==> config.mk <==
export PLATFORM = sky130hd
export DESIGN_NAME = uart_tx_mmio
export DESIGN_NICKNAME = d
export VERILOG_FILES = /design/src/rtl/uart_tx_mmio.sv
export SDC_FILE = /design/constraint.sdc
export NUM_CORES = 1
export LEC_CHECK = 0
export ABC_AREA = 1
export BUFFER_PORTS_ARGS = -buffer_cell sky130_fd_sc_hd__buf_2
export CAP_MARGIN = 10
export CORE_MARGIN = 8
export CORE_UTILIZATION = 59
export DETAILED_ROUTE_END_ITERATION = 16
export GPL_TIMING_DRIVEN = 0
export PLACE_DENSITY = 0.95
export SYNTH_ARGS = -nofsm -noshare
export SYNTH_HDL_FRONTEND = slang
export SYNTH_SLANG_ARGS = --single-unit
==> constraint.sdc <==
create_clock -name clk -period 5.64 [get_ports clk]
set_input_delay 0.282 -clock clk [delete_from_list [all_inputs] [get_ports clk]]
set_output_delay 0.282 -clock clk [all_outputs]
set_load 0.005 [all_outputs]
==> src/rtl/uart_tx_mmio.sv <==
// Memory-mapped UART transmitter: DATA/STATUS registers at BASE/BASE+1, 4-byte FIFO, 8N1 serialiser.
// Define UART_TX_PARITY_EN to insert an even-parity bit between the data bits and the stop bit.
module uart_tx_mmio #(
  parameter int             M          = 16,
  parameter logic [M-1:0]   BASE       = 16'hFF00,
  parameter int             DIV        = 16,
  parameter int             DEPTH_LOG2 = 2
) (
  input  logic         clk,
  input  logic         rst,
  input  logic [M-1:0] memAddr,
  input  logic [M-1:0] memWrite,
  input  logic         memWE,
  output logic [M-1:0] rdata,
  output logic         hit,
  output logic         tx
);

  localparam int             DEPTH       = 1 << DEPTH_LOG2;
  localparam int             CW          = DEPTH_LOG2 + 1;
  localparam int             BW          = $clog2(DIV);
  localparam logic [BW-1:0]  BAUD_RELOAD = BW'(DIV - 1);
  localparam logic [CW-1:0]  COUNT_FULL  = CW'(DEPTH);
  localparam logic [M-1:0]   ADDR_DATA   = BASE;
  localparam logic [M-1:0]   ADDR_STAT   = BASE + M'(1);

`ifdef UART_TX_PARITY_EN
  typedef enum logic [2:0] {
    S_IDLE   = 3'd0,
    S_START  = 3'd1,
    S_DATA   = 3'd2,
    S_STOP   = 3'd3,
    S_PARITY = 3'd4
  } state_t;
`else
  typedef enum logic [1:0] {
    S_IDLE  = 2'd0,
    S_START = 2'd1,
    S_DATA  = 2'd2,
    S_STOP  = 2'd3
  } state_t;
`endif

  state_t                r_state, w_state_next;
  logic [BW-1:0]         r_baud, w_baud_next;
  logic [2:0]            r_bit_idx, w_bit_idx_next;
  logic [7:0]            r_shift, w_shift_next;
  logic                  r_tx, w_tx_next;
`ifdef UART_TX_PARITY_EN
  logic                  r_parity, w_parity_next;
`endif

  logic [7:0]            r_mem [DEPTH];
  logic [DEPTH_LOG2-1:0] r_wptr, r_rptr;
  logic [CW-1:0]         r_count;
  logic                  r_ovf;

  logic                  w_full, w_empty, w_busy, w_bit_end;
  logic                  w_wr_data, w_wr_stat, w_push, w_pop;
  logic [7:0]            w_head;
  logic [M-1:0]          w_status;
  logic                  w_unused;

  assign w_full    = (r_count == COUNT_FULL);
  assign w_empty   = (r_count == '0);
  assign w_busy    = (r_state != S_IDLE);
  assign w_bit_end = (r_baud == '0);
  assign w_head    = r_mem[r_rptr];
  assign w_wr_data = memWE && (memAddr == ADDR_DATA);
  assign w_wr_stat = memWE && (memAddr == ADDR_STAT);

  // A pop in the same cycle frees the slot, so a write to a full FIFO still lands.
  assign w_pop  = !w_empty && ((r_state == S_IDLE) || (r_state == S_STOP && w_bit_end));
  assign w_push = w_wr_data && (!w_full || w_pop);

  always_ff @(posedge clk) begin
    if (w_push) begin
      r_mem[r_wptr] <= memWrite[7:0];
    end
  end

  always_ff @(posedge clk or negedge rst) begin
    if (!rst) begin
      r_wptr  <= '0;
      r_rptr  <= '0;
      r_count <= '0;
      r_ovf   <= 1'b0;
    end else begin
      if (w_push) begin
        r_wptr <= r_wptr + DEPTH_LOG2'(1);
      end
      if (w_pop) begin
        r_rptr <= r_rptr + DEPTH_LOG2'(1);
      end
      case ({w_push, w_pop})
        2'b10:   r_count <= r_count + CW'(1);
        2'b01:   r_count <= r_count - CW'(1);
        default: r_count <= r_count;
      endcase
      if (w_wr_stat) begin
        r_ovf <= 1'b0;
      end else if (w_wr_data && !w_push) begin
        r_ovf <= 1'b1;
      end
    end
  end

  always_ff @(posedge clk or negedge rst) begin
    if (!rst) begin
      r_state   <= S_IDLE;
      r_baud    <= '0;
      r_bit_idx <= '0;
      r_shift   <= '0;
      r_tx      <= 1'b1;
`ifdef UART_TX_PARITY_EN
      r_parity  <= 1'b0;
`endif
    end else begin
      r_state   <= w_state_next;
      r_baud    <= w_baud_next;
      r_bit_idx <= w_bit_idx_next;
      r_shift   <= w_shift_next;
      r_tx      <= w_tx_next;
`ifdef UART_TX_PARITY_EN
      r_parity  <= w_parity_next;
`endif
    end
  end

  always_comb begin
    w_state_next = r_state;
    case (r_state)
      S_IDLE:  if (!w_empty) w_state_next = S_START;
      S_START: if (w_bit_end) w_state_next = S_DATA;
`ifdef UART_TX_PARITY_EN
      S_DATA:   if (w_bit_end && r_bit_idx == 3'd7) w_state_next = S_PARITY;
      S_PARITY: if (w_bit_end) w_state_next = S_STOP;
`else
      S_DATA:  if (w_bit_end && r_bit_idx == 3'd7) w_state_next = S_STOP;
`endif
      S_STOP:  if (w_bit_end) w_state_next = w_empty ? S_IDLE : S_START;
      default: w_state_next = S_IDLE;
    endcase
  end

  // tx is computed from the next state so the registered line changes on the same edge as the state.
  always_comb begin
    w_baud_next    = r_baud;
    w_bit_idx_next = r_bit_idx;
    w_shift_next   = r_shift;
`ifdef UART_TX_PARITY_EN
    w_parity_next  = r_parity;
`endif
    if (w_pop) begin
      w_shift_next   = w_head;
      w_baud_next    = BAUD_RELOAD;
      w_bit_idx_next = '0;
`ifdef UART_TX_PARITY_EN
      w_parity_next  = ^w_head;
`endif
    end else if (r_state != S_IDLE) begin
      if (w_bit_end) begin
        w_baud_next = (w_state_next == S_IDLE) ? '0 : BAUD_RELOAD;
        if (r_state == S_DATA) begin
          w_shift_next   = r_shift >> 1;
          w_bit_idx_next = r_bit_idx + 3'd1;
        end
      end else begin
        w_baud_next = r_baud - BW'(1);
      end
    end

    w_tx_next = 1'b1;
    case (w_state_next)
      S_START:  w_tx_next = 1'b0;
      S_DATA:   w_tx_next = w_shift_next[0];
`ifdef UART_TX_PARITY_EN
      S_PARITY: w_tx_next = w_parity_next;
`endif
      default:  w_tx_next = 1'b1;
    endcase
  end

  assign w_status = {{(8 - CW){1'b0}}, r_count, 4'b0000, r_ovf, w_busy, w_empty, w_full};
  assign hit      = (memAddr == ADDR_DATA) || (memAddr == ADDR_STAT);
  assign rdata    = (memAddr == ADDR_STAT) ? w_status : '0;
  assign tx       = r_tx;
  assign w_unused = ^memWrite[M-1:8];

endmodule

==> metrics <==
status=completed; clock sink count=58; Clock Latency Late Sink=0.34 ns; syn avg cell area=10.1 µm²; Post-CTS Setup Inserts=0; Core Area=4660 µm²; Final nets=376; CP Capture Type=flop; area delta synth->final=17.8%; Gate power share=0.026; Slew HR=0.476; CP required=5.84 ns; Seq/Total Area, Yosys=0.575; DR pass1 iterations=4; post-DR vias/cell=5.24; Yosys reg bits=58; Arr. time, crit path=2.74 ns; maximum clock path buffer count=2; Slew Viols, Final=0; Hold Crit Class=in -> reg; vias in the first global route=2,119; antenna cells=0; Filler cells=330; reg2reg path depth=13; DR WL/cell=14.7 µm; most frequent cells in the layout=nor2_1 (44), nand2_1 (40), buf_2 (37); post-synthesis cell area=2810 µm²; Clk pwr share=0.472; Leak=1.55 nW; worst slew pin tran=0.784 ns; IO Port Bufs=35; H-Tree Depth=3; routability cong.=0.802; die width=85.0 µm; share of cells above drive strength 1=0.243; VDD IR max=0.240 mV; reg2reg start=r_baud[0]; Synth area leader=edfxtp_1; die area=7220 µm²; fin crit period=2.54 ns; switching pwr=185 µW; Crit Path Max Fanout=7; GR peak layer=met2; DRC Markers=0; part of the power in registers=0.502; vias=2,049; Overflow after GRT=0; M2 GR Usage=0.302; Routed Antenna Nets=0; Crit Path Category=reg -> reg; pwr dens=270 nW/µm²; aggregate routed wire length=5.73 mm; Internal Power=707 µW; dpl hpwl=4.09 mm; Site Rows=25; Total Routing Usage GR=0.172; Reg clk slew, reported paths=0.07 ns; switching part of the total=0.207; unrepaired setup endpoints after global routing=no; Yosys top cell area share=0.342; top cells by area, synth=edfxtp_1 (34%), dfrtp_1 (22%), nor2_1 (5.9%), nand2_1 (5.3%), inv_1 (4.1%); Initial Util=0.602; final worst-path cycle share=0.450; commonest non-fill, non-tap cell in the layout=nor2_1; Post-Synthesis Cells=277; final hold viol count=0; Hold Path End=r_mem[2][7]; CP startpoint kind=flop; yosys synthesis warning count=0; Unique masters post-synth=32; CTS tree=done; met3 usage=0.0647; die height=85.0 µm; min-delay src=memWrite[7]; Num CTS Buffers=9; total negative slack=0 ns; Max Cap Viol=0; reg-to-reg slack, setup=3.10 ns; first-pass GRT wire length=9.63 mm; root buffer cell=clkbuf_8; initial antenna violation count=0; achievable frequency=0.394 GHz; Critical R2R Capture=r_count[2]; met1 GRT Util=0.173; largest net degree at the start of global routing=27; skew final=0.00583 ns; num ports=53; final count of negative-setup-slack endpoints=0; worst hold path cell count=1; total power draw=892 µW; initial DRC count=142
[flip-flops by register name, summed over array words and instances, names as in the netlist]
signal,cells
r_baud,4
r_bit_idx,3
r_count,3
r_mem,32
r_ovf,1
r_rptr,2
r_shift,8
r_state,2
r_wptr,2
tx,1
[through the flow]
stage | instances | utilization | hold slack, ns | area, µm² | worst slack (ns)
after floorplan | 285 | - | -0.0136 | 2840 | 3.47
after global placement | 374 | 0.661 | 0.308 | 3080 | 3.33
after detailed placement | 374 | 0.661 | 0.316 | 3080 | 3.12
after CTS | 391 | 0.710 | 0.139 | 3310 | 3.11
after global routing | 391 | 0.710 | 0.143 | 3310 | 2.91
final | 391 | 0.710 | 0.160 | 3310 | 3.10
[cell usage after synthesis]
master,number
nor2_1,44
nand2_1,40
edfxtp_1,32
inv_1,31
dfrtp_1,25
o21ai_0,20
buf_4,10
a21oi_1,9
ha_1,8
a22oi_1,7
o22ai_1,7
xor2_1,7
nand3_1,6
nand2_2,5
nand2_4,4
a22o_1,2
buf_2,2
inv_2,2
nand3_2,2
nor2_4,2
clkbuf_1,1
clkinv_4,1
conb_1,1
dfstp_2,1
fa_1,1
inv_6,1
nand4_1,1
nor3_1,1
nor3_2,1
nor4_1,1
o21bai_4,1
xnor2_1,1
[area by class of cell]
cell class | instances | area (µm²) | area share
multi-input cells | 179 | 993 | 0.300
repair buffers | 36 | 185 | 0.0560
well taps | 54 | 67.6 | 0.0204
clock inverters | 7 | 93.8 | 0.0284
clock buffers | 9 | 124 | 0.0375
inverters | 35 | 141 | 0.0428
plain buffers | 13 | 88.8 | 0.0269
flip-flops and latches | 58 | 1610 | 0.488
[power groups by stage]
stage | registers (mW) | clock network (mW) | logic, mW
6_report | 0.448 | 0.421 | 0.0235
4_1_cts | 0.448 | 0.428 | 0.0234
5_1_grt | 0.448 | 0.441 | 0.0269
3_5_place_dp | 0.457 | 0 | 0.0228
2_1_floorplan | 0.457 | 0 | 0.00773
3_3_place_gp | 0.457 | 0 | 0.0217
[cell families after synthesis]
| logic type | share of synthesized area |
|---|---|
| other cells | 0.00134 |
| xor+xnor | 0.0250 |
| flops | 0.575 |
| simple gates | 0.175 |
| compound gates | 0.0990 |
| buf+inv | 0.0820 |
| fa+ha+maj | 0.0428 |
[critical path, cell delays in order, from the launching register on]
cell and delay, ns:
dfrtp_1 0.35, inv_1 0.07, ha_1 0.26, nand2_4 0.14, o21bai_4 0.08, nand2_4 0.13
nand3_2 0.12, nand2_4 0.12, ha_1 0.15, inv_1 0.07, fa_1 0.40, a21oi_1 0.18
o21ai_0 0.16, xor2_1 0.18
[worst max path at each step]
stage | slack, ns | startpoint | to | cells past startpoint
2_1_floorplan | 3.47 | r_baud[0] | r_count[2] | 13
3_3_place_gp | 3.33 | r_baud[0] | r_count[2] | 13
3_5_place_dp | 3.12 | r_baud[0] | r_count[2] | 13
4_1_cts | 3.11 | r_baud[0] | r_count[2] | 13
5_1_grt | 2.91 | r_baud[0] | r_count[2] | 13
6_report | 3.10 | r_baud[0] | r_count[2] | 13
[metal layers]
layer	vias to the layer above	part of all wire
met5	-	0
met4	0	0.013
met3	8	0.062
met2	59	0.54
met1	971	0.39
li1	1011	-
[timing repair]
action | CTS | global route
gates resized for setup | 0 | 0
hold buffers | 1 | 0
endpoints found under the hold margin | 25 | 0
No activity file was read; power rests on OpenSTA's default activity.
